`config.mk`:
```
export PLATFORM = sky130hd
export DESIGN_NAME = instr_prefetch_buffer
export DESIGN_NICKNAME = d
export VERILOG_FILES = /design/src/rtl/instr_prefetch_buffer.sv
export SDC_FILE = /design/constraint.sdc
export NUM_CORES = 1
export LEC_CHECK = 0
export BUFFER_PORTS_ARGS = -buffer_cell sky130_fd_sc_hd__buf_2
export CORE_ASPECT_RATIO = 0.9
export CORE_MARGIN = 10
export CORE_UTILIZATION = 25
export DETAILED_ROUTE_END_ITERATION = 6
export PLACE_DENSITY_LB_ADDON = 0.2
export SLEW_MARGIN = 20
export SYNTH_ARGS = -nofsm -noshare
export SYNTH_HDL_FRONTEND = slang
export SYNTH_SLANG_ARGS = --single-unit
```
`constraint.sdc`:
```
create_clock -name clk -period 11.3 [get_ports clk]
set_input_delay 1.13 -clock clk [delete_from_list [all_inputs] [get_ports clk]]
set_output_delay 1.13 -clock clk [all_outputs]
set_load 0.02 [all_outputs]
```
`src/rtl/instr_prefetch_buffer.sv`:
```
// Sequential instruction prefetcher: one outstanding bus fetch at a time, a small
// registered FIFO toward the core, and redirect handling that flushes stale fetches.
module instr_prefetch_buffer #(
  parameter int          DEPTH     = 2,
  parameter logic [31:0] BOOT_ADDR = 32'h0000_0000
) (
  input  logic        clk,
  input  logic        rst_n,
  input  logic        redirect,
  input  logic [31:0] redirect_addr,
  output logic        instr_valid,
  input  logic        instr_ready,
  output logic [31:0] instr_rdata,
  output logic [31:0] instr_addr,
  output logic        instr_bus_req,
  output logic [31:0] instr_bus_addr,
  input  logic        instr_bus_gnt,
  input  logic        instr_bus_rvalid,
  input  logic [31:0] instr_bus_rdata
);

  localparam int            PW   = $clog2(DEPTH);
  localparam int            CW   = $clog2(DEPTH) + 1;
  localparam logic [CW-1:0] FULL = CW'(DEPTH);

  typedef enum logic [1:0] {
    S_IDLE = 2'd0,
    S_REQ  = 2'd1,
    S_WAIT = 2'd2
  } state_e;

  state_e        state_q, state_d;
  logic          active_q;
  logic [31:0]   addr_q, addr_d;
  logic [31:0]   wait_addr_q, wait_addr_d;
  logic          discard_q, discard_d;
  logic          flush_q, flush_d;
  logic [31:0]   redir_pc_q, redir_pc_d;
  logic [CW-1:0] count_q, count_d;
  logic [PW-1:0] rd_ptr_q, rd_ptr_d;
  logic [PW-1:0] wr_ptr_q, wr_ptr_d;

  logic [31:0]   data_mem [DEPTH];
  logic [31:0]   addr_mem [DEPTH];

  logic [31:0]   redir_target;
  logic          gnt_fire;
  logic          rsp_fire;
  logic          push;
  logic          pop;
  logic [1:0]    unused_addr_bits;

  assign redir_target     = {redirect_addr[31:2], 2'b00};
  assign unused_addr_bits = redirect_addr[1:0];

  // The request only appears once the first clock edge after reset release has passed.
  assign instr_bus_req  = active_q && (state_q == S_REQ);
  assign instr_bus_addr = addr_q;
  assign gnt_fire       = instr_bus_req && instr_bus_gnt;
  assign rsp_fire       = (state_q == S_WAIT) && instr_bus_rvalid;
  assign push           = rsp_fire && !discard_q && !redirect;
  assign pop            = instr_valid && instr_ready && !redirect;

  assign instr_valid = (count_q != '0);
  assign instr_rdata = data_mem[rd_ptr_q];
  assign instr_addr  = addr_mem[rd_ptr_q];

  always_comb begin
    state_d     = state_q;
    addr_d      = addr_q;
    wait_addr_d = wait_addr_q;
    discard_d   = discard_q;
    flush_d     = flush_q;
    redir_pc_d  = redir_pc_q;
    count_d     = count_q;
    rd_ptr_d    = rd_ptr_q;
    wr_ptr_d    = wr_ptr_q;

    if (redirect) begin
      count_d  = '0;
      rd_ptr_d = '0;
      wr_ptr_d = '0;
    end else begin
      count_d = count_q + {{(CW-1){1'b0}}, push} - {{(CW-1){1'b0}}, pop};
      if (push) wr_ptr_d = wr_ptr_q + PW'(1);
      if (pop)  rd_ptr_d = rd_ptr_q + PW'(1);
    end

    unique case (state_q)
      S_IDLE: begin
        if (redirect) addr_d = redir_target;
        if (count_d < FULL) state_d = S_REQ;
      end
      S_REQ: begin
        if (gnt_fire) begin
          state_d     = S_WAIT;
          wait_addr_d = addr_q;
          // A grant racing a redirect, or one already marked stale, belongs to the old stream.
          discard_d   = flush_q || redirect;
          flush_d     = 1'b0;
          if (redirect)     addr_d = redir_target;
          else if (flush_q) addr_d = redir_pc_q;
          else              addr_d = addr_q + 32'd4;
        end else if (redirect) begin
          if (active_q) begin
            flush_d    = 1'b1;
            redir_pc_d = redir_target;
          end else begin
            addr_d = redir_target;
          end
        end
      end
      S_WAIT: begin
        if (rsp_fire) begin
          discard_d = 1'b0;
          state_d   = (count_d < FULL) ? S_REQ : S_IDLE;
          if (redirect) addr_d = redir_target;
        end else if (redirect) begin
          discard_d = 1'b1;
          addr_d    = redir_target;
        end
      end
      default: state_d = S_REQ;
    endcase
  end

  always_ff @(posedge clk or negedge rst_n) begin
    if (!rst_n) begin
      state_q     <= S_REQ;
      active_q    <= 1'b0;
      addr_q      <= BOOT_ADDR;
      wait_addr_q <= BOOT_ADDR;
      discard_q   <= 1'b0;
      flush_q     <= 1'b0;
      redir_pc_q  <= BOOT_ADDR;
      count_q     <= '0;
      rd_ptr_q    <= '0;
      wr_ptr_q    <= '0;
    end else begin
      state_q     <= state_d;
      active_q    <= 1'b1;
      addr_q      <= addr_d;
      wait_addr_q <= wait_addr_d;
      discard_q   <= discard_d;
      flush_q     <= flush_d;
      redir_pc_q  <= redir_pc_d;
      count_q     <= count_d;
      rd_ptr_q    <= rd_ptr_d;
      wr_ptr_q    <= wr_ptr_d;
    end
  end

  always_ff @(posedge clk) begin
    if (push) begin
      data_mem[wr_ptr_q] <= instr_bus_rdata;
      addr_mem[wr_ptr_q] <= wait_addr_q;
    end
  end

endmodule

```
==> run_results.csv <==
group,metric,value,unit
critical_path,worstSetupPathType,"reg -> out",
timing,slew_violations,0,
yosys,muxShareOfSynthArea,11.7,%
timing,max_freq,274,MHz
pwr,intPower,1590,uW
timing,setup_viol,0,
run,max_cap_violations,0,
clocking,cts_resized,0,
yosys,synth_compound_area_share,6.60,%
placement,hpwlAfterDp,16.7,mm
finish,final_cell_mix,"buf_2 (160), edfxtp_1 (124), nand2_1 (104), dfrtp_1 (97), mux2_2 (92)",
yosys,ys_seq_area_share,66.8,%
finish,area_growth,23.7,%
critical_path,cpLargestDelayFamily,"buffers and inverters",
yosys,synth_edf_count,124,
finish,fill_cells,3682,
clocking,clock_sinks,223,
yosys,synthCells,670,
pwr,powerDensity,190,nW/um^2
hold_path,hold_path.class,"reg -> reg",
timing,timing.hold.ws,0.471,ns
critical_path,start_kind,"flip-flop",
clocking,cts_buffer_depth,3,
yosys,yosys.area_share.simple,9.77,%
critical_path,slowest_delay,0.72,ns
placement,routabilityCongestion,0.727,
critical_path,rr_worst_depth,6,
grt,grt_overflow_total,0,
detailed_routing,first_iter_violations,531,
detailed_routing,avgViaCountPerCell,4.41,
yosys,synth_warnings,0,
yosys,avgSynthCellArea,13.9,sq um
pwr,cellLeakagePower,0.00457,uW
die,fp.dieH,203,um
die,core,36400,sq um
yosys,async_flop_share,44.4,%
critical_path,crit_required,10.17,ns
detailed_routing,drc_errors,0,
critical_path,cp_num_buf_inv,2,
timing,period_needed,3.64,ns
yosys,netlist-cell-type-count,55,
clocking,hold_buffers,0,
timing,hold_violations,0,
finish,final_common_cell,"buf_2",
status,outcome,"complete, no violations",
critical_path,path_cells,"buf_4, mux2_2, buf_2",
timing,period_share,32.2,%
die,placementRows,66,
clocking,cts_setup_buffers,0,
detailed_routing,drt_wl_total,25.0,mm
die,initial_core_util,25.5,%
clocking,cts_tree,"done",
clocking,clkSlewWorstSetupHoldPaths,0.06,ns
timing,tightest_slew,0.963,ns
die,die-area,45300,sq um
clocking,root_buffer,"clkbuf_16",
finish,fin_nets,905,
finish,drive_gt1_share,37.3,%
pwr,irDropWorstVdd,95.3,uV
detailed_routing,vias,5863,
critical_path,cp.arrival,2.51,ns
critical_path,crit_cells,3,
timing,finalSetupTns,0,ns
grt,grt_pass1_wl,38.1,mm
critical_path,cp-end-kind,"output port",
die,die-width,223,um
grt,grt_max_degree,72,
timing,clock-skew-final,0.0111,ns
hold_path,hold_path_depth,0,
placement,port_buffers,161,
detailed_routing,drt-pass1-iter-count,5,
timing,maxSlewHeadroom,35.8,%
yosys,synthAdderAreaFrac,0.404,%
yosys,yosys.area_share.xor_xnor,2.45,%
yosys,synth_area,9290,sq um
pwr,clockPowerShare,39.4,%
yosys,synth_seq_cells,223,
finish,fin_area,11500,sq um
critical_path,worst_path_max_delay_cell,"dfrtp_2",
grt,grtUsageTotal,10.6,%
detailed_routing,wire_per_inst,18.9,um
clocking,cts_buffers,27,
pwr,power_switching,588,uW
timing,rsz0062_at_grt,"false",
critical_path,path_max_fanout,44,
clocking,clk_latency,0.54,ns
clocking,cts_max_level,1,
pwr,sw_frac_of_total,27.0,%
pwr,p_comb_share,11.7,%
placement,placed_cell_area,10600,sq um
yosys,ys.flop_type,"edfxtp_1",
die,num_io_pins,168,
grt,antenna_found_initial,4,
detailed_routing,drtAntennaViolNets,0,
grt,grt_pass1_vias,5927,
yosys,synth_top_family_by_area,"multiplexers",
pwr,seq_power_share,48.9,%
pwr,power,2180,uW
[power groups by stage]
stage / sequential [uW] / clock [uW] / combinational (uW)
2_1_floorplan: 1070 / 0 / 153
4_1_cts: 1070 / 896 / 260
5_1_grt: 1080 / 927 / 286
3_5_place_dp: 1080 / 0 / 259
3_3_place_gp: 1080 / 0 / 256
6_report: 1070 / 860 / 254
[cell type report]
cell class	count	area, sq um	share of cell area, %
clock inverter	14	166	1.45
clock buffer	34	722	6.28
sequential	223	6200	54.0
tap	476	596	5.18
inverter	6	22.5	0.196
multi-input combinational	405	2910	25.3
antenna	1	2.50	0.0218
timing repair buffer	169	868	7.56
[metal layers]
layer	vias up	part of all wire [%]	global-route usage, %
met2	134	44	15.9
met3	33	7.2	3.63
li1	2785	-	-
met5	-	0.16	0
met1	2905	47	14.5
met4	6	1.9	2.27
[stage by stage]
stage	util, %	cells	setup WS, ns
6_report	31.5	1328	7.66
5_1_grt	31.5	1327	7.50
4_1_cts	31.5	1327	7.53
3_5_place_dp	29.1	1279	8.10
3_3_place_gp	29.1	1279	8.12
2_1_floorplan	-	673	6.31
[final timing paths]
| check | start | slack (ns) | to |
|---|---|---|---|
| max reg2reg | state_q[0] | 8.79 | instr_bus_addr[18] |
| min in group asynchronous | rst_n | 0.52 | redir_pc_q[23] |
| max | rd_ptr_q | 7.66 | instr_addr[19] |
| min | wait_addr_q[11] | 0.47 | addr_mem[1][11] |
| min reg2reg | wait_addr_q[11] | 0.47 | addr_mem[1][11] |
| max in group asynchronous | rst_n | 9.40 | rd_ptr_q |
[logic make-up (layout without fill, tap and decap cells)]
| logic type | Yosys count | after routing |
|---|---|---|
| AOI/OAI and AO/OA | 92 | 92 |
| xor gates and xnor gates | 26 | 26 |
| adders and majority gates | 3 | 3 |
| buffers and inverters | 45 | 223 |
| DFF | 223 | 223 |
| muxes | 97 | 97 |
| other | 2 | 6 |
| and+or+nand+nor | 182 | 182 |
[registers in the layout, summed over array words and instances (netlist names)]
signal / count
instr_bus_addr: 30
wait_addr_q: 30
addr_mem: 60
rd_ptr_q: 1
active_q: 1
count_q: 2
data_mem: 64
flush_q: 1
discard_q: 1
wr_ptr_q: 1
state_q: 2
redir_pc_q: 30
[Yosys cell counts, drive strengths merged (2+ instances only)]
cell type  count  area, sq um
edfxtp       124         3720
dfrtp         98         2450
conb           2         7.51
nor4           3         48.8
nor3           4         42.5
and2           3         20.0
buf           20          114
a221o          2         20.0
nand2        104          390
or2            2         12.5
and3           5         31.3
o211ai         8         60.1
o21ai         31          155
a21oi         19         98.9
ha             3         37.5
inv            6         22.5
nand3         13         70.1
xnor2          8         70.1
nand4b         2         17.5
nor2b          2         12.5
nand4         11         83.8
a22oi          5         37.5
nor2          21         88.8
and4           4         35.0
o21a           2         15.0
mux2          92         1040
xor2          18          158
a31oi          3         18.8
a222oi        15          150
nand2b         3         18.8
or3            3         18.8
mux2i          5         50.1
clkbuf        19         71.3
No activity file was read; power rests on OpenSTA's default activity.
